File: config.mk
export PLATFORM = sky130hd
export DESIGN_NAME = uart_word_packer_flat
export DESIGN_NICKNAME = d
export VERILOG_FILES = /design/src/rtl/uart_word_packer_if.sv /design/src/rtl/uart_word_packer.sv /design/src/flat_wrapper.sv
export SDC_FILE = /design/constraint.sdc
export NUM_CORES = 1
export LEC_CHECK = 0
export ABC_AREA = 0
export CAP_MARGIN = 40
export CORE_UTILIZATION = 42
export DETAILED_ROUTE_END_ITERATION = 6
export GPL_ROUTABILITY_DRIVEN = 1
export HOLD_SLACK_MARGIN = 0.05
export SYNTH_ARGS = -nofsm -noshare
export SYNTH_HDL_FRONTEND = slang
export SYNTH_SLANG_ARGS = --single-unit
File: constraint.sdc
create_clock -name wfifo_wr_clk -period 5.15 [get_ports wfifo_wr_clk]
set_input_delay 0.7725 -clock wfifo_wr_clk [delete_from_list [all_inputs] [get_ports wfifo_wr_clk]]
set_output_delay 0.7725 -clock wfifo_wr_clk [all_outputs]
set_load 0.01 [all_outputs]
File: src/rtl/uart_word_packer_if.sv
// Write-side FIFO bus between the UART word packer and the DDR3 write FIFO.
// The packer is the master: it drives the write strobe, word and partial flag,
// and observes the FIFO full flag and fill count.
interface uart_word_packer_if #(
    parameter int OUT_W = 128,
    parameter int CNT_W = 5
);
    logic             wfifo_wr_en;
    logic [OUT_W-1:0] wfifo_wr_data;
    logic             wfifo_wr_partial;
    logic             wfifo_full;
    logic [CNT_W-1:0] wfifo_wr_cnt;

    modport master (
        output wfifo_wr_en,
        output wfifo_wr_data,
        output wfifo_wr_partial,
        input  wfifo_full,
        input  wfifo_wr_cnt
    );

    modport slave (
        input  wfifo_wr_en,
        input  wfifo_wr_data,
        input  wfifo_wr_partial,
        output wfifo_full,
        output wfifo_wr_cnt
    );
endinterface

File: src/rtl/uart_word_packer.sv
// Packs received UART bytes into OUT_W-bit words for the DDR3 write FIFO.
// Partial words are padded with PAD_BYTE and emitted on flush or idle timeout.
// Words that meet a full FIFO are dropped and flagged in a sticky error bit.
module uart_word_packer #(
    parameter int         OUT_W       = 128,
    parameter bit         MSB_FIRST   = 1'b1,
    parameter int         TIMEOUT_CYC = 0,
    parameter logic [7:0] PAD_BYTE    = 8'h00,
    parameter int         CNT_W       = 5,
    parameter int         TRIG_LVL    = 16
) (
    input  logic                wfifo_wr_clk,
    input  logic                s_rst_n,
    input  logic [7:0]          uart_rx_data,
    input  logic                uart_rx_vld,
    input  logic                flush,
    input  logic                err_clr,
    uart_word_packer_if.master  wfifo,
    output logic                wr_trig,
    output logic                overflow_err
);
    localparam int               NB       = OUT_W / 8;
    localparam int               BC_W     = (NB > 1) ? $clog2(NB) : 1;
    localparam logic [BC_W-1:0]  LAST_IDX = BC_W'(NB - 1);
    localparam logic [OUT_W-1:0] PAD_WORD = {NB{PAD_BYTE}};
    localparam logic [16:0]      TMO_LIM  = 17'(TIMEOUT_CYC);
    // Widened so a threshold above the counter range simply never matches.
    localparam logic [32:0]      TRIG_THR = 33'(TRIG_LVL);

    typedef enum logic {S_IDLE, S_FILL} state_t;

    state_t           state_q, state_d;
    logic [BC_W-1:0]  byte_cnt_q, byte_cnt_d;
    logic [15:0]      idle_cnt_q, idle_cnt_d;
    logic [OUT_W-1:0] acc_q, acc_d;
    logic             wr_en_q, wr_en_d;
    logic [OUT_W-1:0] wr_data_q, wr_data_d;
    logic             wr_partial_q, wr_partial_d;
    logic             wr_trig_q, wr_trig_d;
    logic             overflow_err_q, overflow_err_d;

    logic             emit;
    logic             emit_partial;
    logic [OUT_W-1:0] emit_word;
    logic [OUT_W-1:0] acc_new;

    // Drop byte b into the lane that byte position k maps to.
    function automatic logic [OUT_W-1:0] place_byte(input logic [OUT_W-1:0] acc,
                                                    input logic [BC_W-1:0]  k,
                                                    input logic [7:0]       b);
        logic [OUT_W-1:0] w;
        int               lane;
        w    = acc;
        lane = MSB_FIRST ? (NB - 1 - int'(k)) : int'(k);
        w[lane*8 +: 8] = b;
        return w;
    endfunction

    // Next-state logic: byte accumulation, emit decision, error and trigger.
    always_comb begin
        state_d      = state_q;
        byte_cnt_d   = byte_cnt_q;
        idle_cnt_d   = idle_cnt_q;
        acc_d        = acc_q;
        emit         = 1'b0;
        emit_partial = 1'b0;
        emit_word    = acc_q;
        acc_new      = place_byte(acc_q, byte_cnt_q, uart_rx_data);

        if (uart_rx_vld) begin
            idle_cnt_d = '0;
            if (byte_cnt_q == LAST_IDX) begin
                // Completing byte wins over a simultaneous flush: one full word.
                emit      = 1'b1;
                emit_word = acc_new;
            end else begin
                acc_d      = acc_new;
                byte_cnt_d = byte_cnt_q + 1'b1;
                state_d    = S_FILL;
                if (flush) begin
                    emit         = 1'b1;
                    emit_partial = 1'b1;
                    emit_word    = acc_new;
                end
            end
        end else if (state_q == S_FILL) begin
            idle_cnt_d = idle_cnt_q + 16'd1;
            if (flush) begin
                emit         = 1'b1;
                emit_partial = 1'b1;
            end else if (TIMEOUT_CYC != 0 && ({1'b0, idle_cnt_q} + 17'd1) == TMO_LIM) begin
                emit         = 1'b1;
                emit_partial = 1'b1;
            end
        end

        if (emit) begin
            acc_d      = PAD_WORD;
            byte_cnt_d = '0;
            idle_cnt_d = '0;
            state_d    = S_IDLE;
        end

        wr_en_d        = emit & ~wfifo.wfifo_full;
        wr_data_d      = wr_en_d ? emit_word : wr_data_q;
        wr_partial_d   = wr_en_d & emit_partial;
        overflow_err_d = (emit & wfifo.wfifo_full) | (overflow_err_q & ~err_clr);
        wr_trig_d      = (33'(wfifo.wfifo_wr_cnt) >= TRIG_THR);
    end

    // State and output registers with asynchronous active-low reset.
    always_ff @(posedge wfifo_wr_clk or negedge s_rst_n) begin
        if (!s_rst_n) begin
            state_q        <= S_IDLE;
            byte_cnt_q     <= '0;
            idle_cnt_q     <= '0;
            acc_q          <= PAD_WORD;
            wr_en_q        <= 1'b0;
            wr_data_q      <= '0;
            wr_partial_q   <= 1'b0;
            wr_trig_q      <= 1'b0;
            overflow_err_q <= 1'b0;
        end else begin
            state_q        <= state_d;
            byte_cnt_q     <= byte_cnt_d;
            idle_cnt_q     <= idle_cnt_d;
            acc_q          <= acc_d;
            wr_en_q        <= wr_en_d;
            wr_data_q      <= wr_data_d;
            wr_partial_q   <= wr_partial_d;
            wr_trig_q      <= wr_trig_d;
            overflow_err_q <= overflow_err_d;
        end
    end

    assign wfifo.wfifo_wr_en      = wr_en_q;
    assign wfifo.wfifo_wr_data    = wr_data_q;
    assign wfifo.wfifo_wr_partial = wr_partial_q;
    assign wr_trig                = wr_trig_q;
    assign overflow_err           = overflow_err_q;
endmodule

File: src/flat_wrapper.sv
// flat-port wrapper written by rule: the top's interface ports become plain ports
module uart_word_packer_flat 
#(
    parameter int         OUT_W       = 128,
    parameter bit         MSB_FIRST   = 1'b1,
    parameter int         TIMEOUT_CYC = 0,
    parameter logic [7:0] PAD_BYTE    = 8'h00,
    parameter int         CNT_W       = 5,
    parameter int         TRIG_LVL    = 16
)
  (wfifo_wr_clk, s_rst_n, uart_rx_data, uart_rx_vld, flush, err_clr, wr_trig, overflow_err, wfifo_wfifo_wr_en, wfifo_wfifo_wr_data, wfifo_wfifo_wr_partial, wfifo_wfifo_full, wfifo_wfifo_wr_cnt);
  uart_word_packer_if #(.OUT_W(OUT_W), .CNT_W(CNT_W)) wfifo_i ();
  input  logic wfifo_wr_clk;
  input  logic s_rst_n;
  input  logic [7:0] uart_rx_data;
  input  logic uart_rx_vld;
  input  logic flush;
  input  logic err_clr;
  output logic wr_trig;
  output logic overflow_err;
  output wire logic [$bits(wfifo_i.wfifo_wr_en)-1:0] wfifo_wfifo_wr_en;
  output wire logic [$bits(wfifo_i.wfifo_wr_data)-1:0] wfifo_wfifo_wr_data;
  output wire logic [$bits(wfifo_i.wfifo_wr_partial)-1:0] wfifo_wfifo_wr_partial;
  input wire logic [$bits(wfifo_i.wfifo_full)-1:0] wfifo_wfifo_full;
  input wire logic [$bits(wfifo_i.wfifo_wr_cnt)-1:0] wfifo_wfifo_wr_cnt;
  assign wfifo_wfifo_wr_en = wfifo_i.wfifo_wr_en;
  assign wfifo_wfifo_wr_data = wfifo_i.wfifo_wr_data;
  assign wfifo_wfifo_wr_partial = wfifo_i.wfifo_wr_partial;
  assign wfifo_i.wfifo_full = wfifo_wfifo_full;
  assign wfifo_i.wfifo_wr_cnt = wfifo_wfifo_wr_cnt;
  uart_word_packer #(.OUT_W(OUT_W), .MSB_FIRST(MSB_FIRST), .TIMEOUT_CYC(TIMEOUT_CYC), .PAD_BYTE(PAD_BYTE), .CNT_W(CNT_W), .TRIG_LVL(TRIG_LVL)) u_core (.wfifo_wr_clk(wfifo_wr_clk), .s_rst_n(s_rst_n), .uart_rx_data(uart_rx_data), .uart_rx_vld(uart_rx_vld), .flush(flush), .err_clr(err_clr), .wfifo(wfifo_i), .wr_trig(wr_trig), .overflow_err(overflow_err));
endmodule
==> results.md, run 1 <==
* Status: finished clean
* Largest net degree at the start of global routing at 140
* Die Y-Extent at 167.9 um
* Synthesized area at 11560 sq um
* M1 WL at 14780 um
* Vias/cell at 5.589
* Initial Util at 42.90%
* # H-tree levels at 1
* Critical path's largest stage delay at 0.80 ns
* Die X at 167.9 um
* Slowest CP cell: nor3_2
* Critical path class: flip-flop to flip-flop
* Period utilization at 62.98%
* First-pass GRT wire length at 49090 um
* Hold_buf cts at 0
* HPWL Detailed at 19740 um
* Via count at 8685
* Number of distinct library cells after synthesis at 46
* Setup crit end kind: flip-flop
* Drt drc at 0
* CTS tree: yes
* Core ar. at 26950 sq um
* Post-route ant nets at 0
* RSZ-0062 raised after global routing: false
* Max-cap violations at 0
* Routability congestion estimate at 0.8408
* Gr usage total at 22.05%
* Hold Crit Class: primary input to async pin
* Power density over cell area at 383.8 nW/um^2
* Yosys warns at 0
* DR iter-0 viols at 630
* Mean Syn Cell Area at 10.76 sq um
* Remaining global-route overflow at 0
* Clock transition at path regs at 0.06 ns
* I/O Buffers at 146
* Top sig layer: met4
* Cells after synthesis at 1074
* Met3 routed WL at 1384 um
* Commonest non-fill, non-tap cells in the layout: dfrtp_1 (265), nor2_1 (149), clkdlybuf4s50_1 (145), a21oi_1 (136), mux2i_1 (99)
* Post-DP Area at 13320 sq um
* Final hold vios at 0
* Cell Rows at 60
* CTS root buffer: clkbuf_16
* Clk Latency, worst-skew pair at 0.54 ns
* Syn Nets at 1095
* Final setup TNS at 0 ns
* Required time of the critical path at 5.61 ns
* Drt wl/cell at 19.57 um
* Die area at 28190 sq um
* CTS Buf Count at 28
* LEAKAGE at 6.448 nW
* I/O Pins at 151
* Post-CTS Setup Inserts at 0
* CTS Sinks at 265
* Detailed Routing Iterations Pass 1 at 7
* Nets at 1212
* Worst Skew at 0.008006 ns
* Crit Path Max Fanout at 19
* Endpoints failing setup at 0
* Post-layout min period at 3.243 ns
* Commonest non-fill, non-tap cell in the layout: dfrtp_1
* Vias in the first global route at 8569
* Element type at the critical path start: flip-flop
* Ant diodes at 0
* Gates resized, CTS repair at 0
* Post-route design area at 14300 sq um
* Cell Count, Final, Fillers Out at 1554
* Crit path arrival time at 3.70 ns
* Top achievable clock speed at 0.3083 GHz
* Maximum vdd ir drop at 0.1965 mV
* Critical-path cell list: ha_1, a31oi_2, nand2_2, nor3_2, nand3_1, o21ai_1
* DP Cell Count at 1502
* Initial antenna violation count at 0
* Share of cells above drive strength 1 at 7.337%
* Met2 wire length at 13540 um
* Layout area overhead at 23.68%
* Worst slew margin at 39.02%
* Worst slew pin tran at 0.9147 ns
* Seq/Total Area, Yosys at 57.36%
* Max Slew Vio Count at 0
* Maximum clock path buffer count at 3
* Flops & latches, synth at 265
* Total Routed Length at 30410 um
==> flip-flops by register name, summed over array words and instances (netlist names) <==
name / cells
u_core.wfifo.wfifo_wr_partial: 1
u_core.wr_trig: 1
u_core.byte_cnt_q: 4
u_core.wfifo.wfifo_wr_en: 1
u_core.state_q: 1
u_core.wfifo.wfifo_wr_data: 128
u_core.acc_q: 128
u_core.overflow_err: 1
==> cells in the mapped netlist, drive strengths merged <==
cell,n,area [sq um]
xor2,1,16.27
o2bb2ai,16,140.1
and4bb,1,12.51
a21boi,1,7.510
dfrtp,265,6631
nor4,3,63.81
nand3,13,80.08
nor2b,21,131.4
inv,1,3.750
nor2,151,571.8
or2,2,12.52
xnor2,1,16.27
a21oi,137,689.4
buf,38,182.7
and3,5,31.28
nand2b,5,31.28
mux2i,99,991.0
a211oi,3,32.53
a22o,42,367.9
o21a,1,7.510
clkbuf,36,135.1
a31oi,5,37.53
o21ai,47,239.0
nand2,82,312.8
or3,2,12.51
ha,2,25.02
nand4b,3,26.28
a21o,2,15.01
a32o,34,340.3
a32oi,19,166.4
nor3,11,70.07
nand4,1,6.260
and2,21,131.4
nand3b,3,22.52
==> worst paths after layout <==
| path | from | end | slack [ns] | cells after the start |
|---|---|---|---|---|
| max in group asynchronous | s_rst_n | u_core.wfifo.wfifo_wr_partial | 3.73 | 2 |
| hold reg to reg | u_core.acc_q[117] | u_core.acc_q[117] | 0.48 | 2 |
| setup / recovery | u_core.byte_cnt_q[0] | u_core.acc_q[42] | 1.91 | 6 |
| hold / removal | s_rst_n | u_core.wfifo.wfifo_wr_data[81] | 0.28 | 1 |
| min in group wfifo_wr_clk | u_core.acc_q[117] | u_core.acc_q[117] | 0.48 | 2 |
| setup reg to reg | u_core.byte_cnt_q[0] | u_core.acc_q[42] | 1.91 | 6 |
==> cell type report <==
class | instances | area [sq um]
clock buffer | 43 | 878.3
sequential | 265 | 6631
multi-input combinational | 734 | 4628
timing repair buffer | 161 | 1628
tap | 341 | 426.7
fill | 2393 | 12650
inverter | 1 | 3.754
clock inverter | 9 | 102.6
==> power by group <==
| part | switching, mW | internal, mW | leakage (nW) |
|---|---|---|---|
| combinational | 0.517 | 0.464 | 2.53 |
| clock | 0.838 | 1.27 | 0.490 |
| sequential | 0.121 | 2.28 | 3.43 |
==> cells by family (layout without fill, tap and decap cells) <==
group                      Yosys count  in the layout  share of synthesized area [%]
xor gates and xnor gates             2              2                         0.2815
AOI/OAI and AO/OA                  307            307                          17.67
buffers and inverters               75            214                          2.781
DFF                                265            265                          57.36
muxes                               99             99                          8.571
and+or+nand+nor                    324            324                          13.12
adders and majority gates            2              2                         0.2164
==> critical path: cells and delay by family, from the launching register on <==
family,cells,cell delay [ns]
adders and majority gates,1,0.48
DFF,1,0.57
and+or+nand+nor,3,1.55
AOI/OAI and AO/OA,2,0.55
==> stage by stage <==
stage / power, mW / worst slack (ns) / hold slack [ns] / util, %
floorplan: 2.866 / 2.555 / 0.4496 / -
global placement: 3.405 / 1.543 / 0.4625 / 49.26
detailed placement: 3.418 / 1.510 / 0.4705 / 49.42
CTS: 5.536 / 1.918 / 0.3581 / 53.05
global route: 5.744 / 1.650 / 0.3846 / 53.05
finish: 5.488 / 1.907 / 0.2807 / 53.05
==> metal layers <==
layer  vias to the layer above  GRT usage, %
li1                       4099             -
met1                      4312         33.13
met2                       221         33.19
met3                        53         2.962
met4                         0         6.422
met5                         -             0
No activity file was read; power rests on OpenSTA's default activity.
==> inputs of run 2 (changes only) <==
- PLACE_DENSITY: default -> 0.66
- clock period: 5.15 -> 2.7 ns (I/O delays scaled with it)
==> results.md, run 2 (synthesis gave the netlist of run 1 again) <==
* CTS root buffer: clkbuf_16
* WP depth at 7 (+1)
* Met3 Resource Use GR at 3.432% (+0.47 points)
* Pre-CTS setup slack at 0.02224 ns (-1.487 ns)
* Critical-path cell list: and3_1, ha_1, nor2_1, nand3_1, or3_1, a32oi_1, a21oi_1
* Ant diodes at 0 (unchanged)
* Clock transition at path regs at 0.06 ns (about the same)
* Maximum clock path buffer count at 3 (unchanged)
* Element type at the critical path start: flip-flop
* Post-layout min period at 2.543 ns (-0.7010 ns)
* Total Routed Length at 30820 um (+1.4%)
* CTS Buf Count at 28 (unchanged)
* I/O Buffers at 146 (unchanged)
* Period utilization at 94.17% (+31 points)
* Final hold vios at 0 (unchanged)
* Commonest non-fill, non-tap cells in the layout: dfrtp_1 (265), nor2_1 (149), clkdlybuf4s50_1 (145), a21oi_1 (136), mux2i_1 (99)
* I/O Pins at 151 (unchanged)
* First-pass GRT wire length at 49870 um (+1.6%)
* Commonest non-fill, non-tap cell in the layout: dfrtp_1
* Crit path arrival time at 2.94 ns (-0.76 ns)
* Combinational share of power at 18.4% (+0.5 points)
* # H-tree levels at 1 (unchanged)
* Setup crit end kind: flip-flop
* Via count at 8954 (+3.1%)
* Cell Rows at 60 (unchanged)
* Worst Skew at 0.009092 ns (+0.001087 ns)
* Endpoints failing setup at 0 (unchanged)
* HPWL Detailed at 20720 um (+5.0%)
* Bufs and invs on worst path at 0 (unchanged)
* Switching Fraction at 26.58% (-0.30 points)
* Final core occ at 54.64% (+1.6 points)
* Worst slew pin tran at 0.7964 ns (-0.1184 ns)
* LEAKAGE at 6.692 nW (+3.8%)
* Slowest CP cell: dfrtp_1
* Top achievable clock speed at 0.3933 GHz (+28%)
* Max-cap violations at 0 (unchanged)
* Gr usage total at 22.24% (+0.19 points)
* Vias in the first global route at 8831 (+3.1%)
* Total power at 10.61 mW (+93%)
* Max Slew Vio Count at 0 (unchanged)
* NetSw at 2.820 mW (+91%)
* Initial Util at 42.90% (unchanged)
* Detailed Routing Iterations Pass 1 at 5 (-2)
* Maximum vdd ir drop at 0.3809 mV (+94%)
* Largest net degree at the start of global routing at 124 (-11%)
* Worst slew margin at 46.66% (+7.6 points)
* GR Layer Usage met1 at 32.41% (-0.72 points)
* Final worst slack at 0.1575 ns (-1.749 ns)
* CTS tree: yes
* Core ar. at 26950 sq um (unchanged)
* Critical path's largest stage delay at 0.45 ns (-0.35 ns)
* Crit Path Max Fanout at 8 (-11)
* Die Y-Extent at 167.9 um (unchanged)
* Layer with the highest usage: met2
* Internal Power at 7.788 mW (+94%)
* Sequential share of power at 43.1% (-0.6 points)
* Cells on worst reg2reg path at 7 (+1)
* Required time of the critical path at 3.10 ns (-2.51 ns)
* Die X at 167.9 um (unchanged)
* Clock network power share at 38.6% (about the same)
* Drt wl/cell at 19.26 um (-1.6%)
* DR iter-0 viols at 733 (+16%)
* Met2 usage at 34.69% (+1.5 points)
* Vias/cell at 5.596 (+0.13%)
* Critical path class: flip-flop to flip-flop
* RSZ-0062 raised after global routing: false
* Post-DP Area at 13700 sq um (+2.9%)
* Drt drc at 0 (unchanged)
* Post-route design area at 14730 sq um (+3.0%)
* Nets at 1259 (+3.9%)
* Remaining global-route overflow at 0 (unchanged)
* Status: finished clean
* Hold Crit Depth at 1
* Fill cells at 2335 (-2.4%)
* Delay-heaviest family, CP: simple AND/OR/NAND/NOR gates
* Share of cells above drive strength 1 at 10.72% (+3.4 points)
* Post-route ant nets at 0 (unchanged)
* Clk Latency, worst-skew pair at 0.54 ns (about the same)
* Hold Crit Class: primary input to flip-flop
* Routability congestion estimate at 0.8604 (+2.3%)
* Die area at 28190 sq um (unchanged)
* Initial antenna violation count at 0 (unchanged)
* Power density over cell area at 720.3 nW/um^2 (+88%)
* Layout area overhead at 27.38%
* CTS Sinks at 265 (unchanged)
* Final setup TNS at 0 ns (unchanged)
[run 2: stage by stage]
stage / instances / hold WS (ns)
finish: 1600 / 0.2981
global route: 1600 / 0.3075
CTS: 1600 / 0.2794
detailed placement: 1548 / 0.3029
global placement: 1548 / 0.3024
floorplan: 1074 / 0.1094
[run 2: power by group through the flow]
stage / sequential (mW) / combinational [mW] / clock, mW
after floorplan: 4.77 / 0.701 / 0
after global placement: 4.64 / 1.92 / 0
after detailed placement: 4.64 / 1.95 / 0
after CTS: 4.57 / 1.96 / 4.16
after global routing: 4.61 / 2.12 / 4.33
final: 4.57 / 1.95 / 4.09
[run 2: layout make-up]
cell class / instances / area, sq um / share of cell area [%]
flip-flops and latches: 265 / 6631 / 45.03
repair buffers: 208 / 2022 / 13.73
inverters: 1 / 3.754 / 0.02549
multi-input cells: 734 / 4641 / 31.51
clock buffers: 42 / 874.6 / 5.939
clock inverters: 9 / 127.6 / 0.8666
well taps: 341 / 426.7 / 2.897
[run 2: final timing paths]
check                                       from                        endpoint  slack [ns]
setup / recovery            u_core.byte_cnt_q[1]  u_core.wfifo.wfifo_wr_data[99]        0.16
hold / removal             wfifo_wfifo_wr_cnt[4]                  u_core.wr_trig        0.30
setup reg to reg            u_core.byte_cnt_q[1]  u_core.wfifo.wfifo_wr_data[99]        0.16
hold reg to reg                u_core.acc_q[104]               u_core.acc_q[104]        0.48
max in group asynchronous                s_rst_n                u_core.acc_q[58]        1.58
min in group asynchronous                s_rst_n  u_core.wfifo.wfifo_wr_data[80]        0.33
[run 2: timing repair]
| item | CTS | global route |
|---|---|---|
| resized for setup | 0 | 2 |
| hold buffers | 1 | 0 |
| setup endpoints to repair | 0 | 16 |
| endpoints found under the hold margin | 33 | 0 |
| setup buffers | 0 | 0 |
[run 2: layer usage]
metal | share of wire (%) | vias to the layer above | wire length (um)
met3 | 5.3 | 44 | 1649
met2 | 46 | 258 | 14100
li1 | - | 4205 | -
met5 | 0 | - | 0
met1 | 47 | 4447 | 14480
met4 | 1.9 | 0 | 597
[run 2: worst register-to-register path, cell delays in order (launching register included)]
cell	delay [ns]
dfrtp_1	0.45
and3_1	0.20
ha_1	0.37
nor2_1	0.32
nand3_1	0.22
or3_1	0.45
a32oi_1	0.27
a21oi_1	0.11
==> inputs of run 3 (changes only) <==
- CORE_ASPECT_RATIO: default -> 0.75
==> results.md, run 3 (synthesis gave the netlist of run 1 again) <==
* Status: finished clean
* Initial Util at 42.82% (-0.080 points)
* Die Y-Extent at 145.7 um (-13%)
* Cell Count, Final, Fillers Out at 1606 (+0.38%)
* Final hold vios at 0 (unchanged)
* I/O Buffers at 146 (unchanged)
* Met3 Resource Use GR at 3.824% (+0.39 points)
* Die X at 193.6 um (+15%)
* Endpoints failing setup at 0 (unchanged)
* CTS Sinks at 265 (unchanged)
* Worst slew pin tran at 0.8437 ns (+0.04737 ns)
* CTS tree: yes
* Required time of the critical path at 3.10 ns (about the same)
* GR Layer Usage met1 at 34.57% (+2.2 points)
* Layout area overhead at 26.82%
* Gr usage total at 22.32% (+0.077 points)
* Ant diodes at 0 (unchanged)
* CTS root buffer: clkbuf_16
* Crit path arrival time at 2.94 ns (about the same)
* Final setup TNS at 0 ns (unchanged)
* Critical path class: flip-flop to flip-flop
* DP Cell Count at 1564 (+1.0%)
* I/O Pins at 151 (unchanged)
* Worst Hold Slack at 0.3283 ns (+0.03016 ns)
* Clk Latency, worst-skew pair at 0.54 ns (about the same)
* Hold Crit Depth at 1 (unchanged)
* Crit Path Max Fanout at 8 (unchanged)
* Die area at 28200 sq um (about the same)
* Hold Crit Class: primary input to flip-flop
* Total Routed Length at 31300 um (+1.6%)
* Cells on worst reg2reg path at 9 (+2)
* DR iter-0 viols at 541 (-26%)
* Drt wl/cell at 19.49 um (+1.2%)
* Clock transition at path regs at 0.06 ns (about the same)
* Vias/cell at 5.608 (+0.22%)
* Share of cells above drive strength 1 at 10.60% (-0.13 points)
* Worst slew margin at 43.49% (-3.2 points)
* Met2 usage at 32.69% (-2.0 points)
* HPWL Detailed at 21370 um (+3.1%)
* RSZ-0062 raised after global routing: false
* Max-cap violations at 0 (unchanged)
* Top achievable clock speed at 0.3935 GHz (about the same)
* Period utilization at 94.11% (about the same)
* LEAKAGE at 6.660 nW (-0.48%)
* Post-route ant nets at 0 (unchanged)
* CTS Buf Count at 26 (-7.1%)
* Element type at the critical path start: flip-flop
* Commonest non-fill, non-tap cell in the layout: dfrtp_1
* Via count at 9007 (+0.59%)
* Worst Skew at 0.01491 ns (+0.005822 ns)
* Core ar. at 27000 sq um (+0.19%)
* Vias in the first global route at 8879 (+0.54%)
* Maximum clock path buffer count at 3 (unchanged)
* Remaining global-route overflow at 0 (unchanged)
* Cell Rows at 52 (-13%)
* Layer with the highest usage: met1
* Maximum vdd ir drop at 0.4472 mV (+17%)
* Post-layout min period at 2.541 ns (-0.001430 ns)
* Routability congestion estimate at 0.9057 (+5.3%)
* Commonest non-fill, non-tap cells in the layout: dfrtp_1 (265), nor2_1 (149), clkdlybuf4s50_1 (145), a21oi_1 (136), mux2i_1 (99)
* Nets at 1263 (+0.32%)
* Largest net degree at the start of global routing at 83 (-33%)
* Setup crit end kind: flip-flop
* Post-CTS Setup Inserts at 0 (unchanged)
* # H-tree levels at 1 (unchanged)
* Initial antenna violation count at 1 (+1)
* Max Slew Vio Count at 0 (unchanged)
* Power density over cell area at 699.5 nW/um^2 (-2.9%)
* Drt drc at 0 (unchanged)
* Detailed Routing Iterations Pass 1 at 5 (unchanged)
* First-pass GRT wire length at 50160 um (+0.57%)
==> run 3: cell types whose count changed in the layout (fill, tap and decap cells not counted), moves of 2 or more <==
| cell | previous run | this run |
|---|---|---|
| clkbuf_1 | 3 | 1 |
| clkinvlp_4 | 3 | 1 |
| clkinv_2 | 3 | 1 |
| buf_4 | 54 | 59 |
| clkbuf_8 | 10 | 4 |
| clkinv_4 | 0 | 3 |
| clkbuf_16 | 29 | 27 |
==> run 3: stage by stage <==
step	instance area, sq um	power (mW)	utilization [%]	setup WS (ns)
after floorplan	11560	5.466	-	0.1047
after global placement	13770	6.582	51.01	0.2072
after detailed placement	13770	6.611	51.01	0.1566
after CTS	14650	10.36	54.27	0.1667
after global routing	14660	10.73	54.30	0.01436
final	14660	10.26	54.30	0.1589
==> run 3: worst max-delay path: stages (launching register included) <==
cell	delay [ns]
dfrtp_1	0.45
and3_1	0.20
ha_1	0.36
or2_2	0.41
buf_4	0.19
nor2_1	0.19
nand4b_1	0.12
buf_4	0.20
mux2i_1	0.19
a21oi_1	0.09
==> run 3: per-layer routing <==
| layer | vias up | wire length (um) |
|---|---|---|
| li1 | 4198 | - |
| met1 | 4491 | 15260 |
| met2 | 275 | 13560 |
| met3 | 43 | 1880 |
| met4 | 0 | 609 |
| met5 | - | 0 |
==> run 3: final timing paths <==
| check | startpoint | end | slack (ns) |
|---|---|---|---|
| max in group asynchronous | s_rst_n | u_core.wfifo.wfifo_wr_data[62] | 1.49 |
| min reg2reg | u_core.acc_q[55] | u_core.acc_q[55] | 0.48 |
| max reg2reg | u_core.byte_cnt_q[1] | u_core.wfifo.wfifo_wr_data[85] | 0.16 |
| max | u_core.byte_cnt_q[1] | u_core.wfifo.wfifo_wr_data[85] | 0.16 |
| min | wfifo_wfifo_wr_cnt[4] | u_core.wr_trig | 0.33 |
| min in group asynchronous | s_rst_n | u_core.wfifo.wfifo_wr_data[15] | 0.49 |
==> run 3: repair_timing <==
action | CTS | global route
hold buffers | 1 | 0
endpoints found under the setup margin | 0 | 4
hold endpoints to repair | 77 | 0
gates resized for setup | 0 | 1
==> run 3: report_power, final <==
group / leakage (nW) / internal (mW) / total, mW / switching (mW)
Sequential: 3.43 / 4.34 / 4.57 / 0.229
Clock: 0.426 / 2.20 / 3.72 / 1.51
Combinational: 2.81 / 0.945 / 1.97 / 1.02
==> run 3: cell type report <==
type	count	area [sq um]
fillers	2349	12340
inverters	1	3.754
multi-input cells	734	4636
clock buffers	32	734.5
flip-flops and latches	265	6631
repair buffers	214	2079
clock inverters	9	137.6
well taps	351	439.2
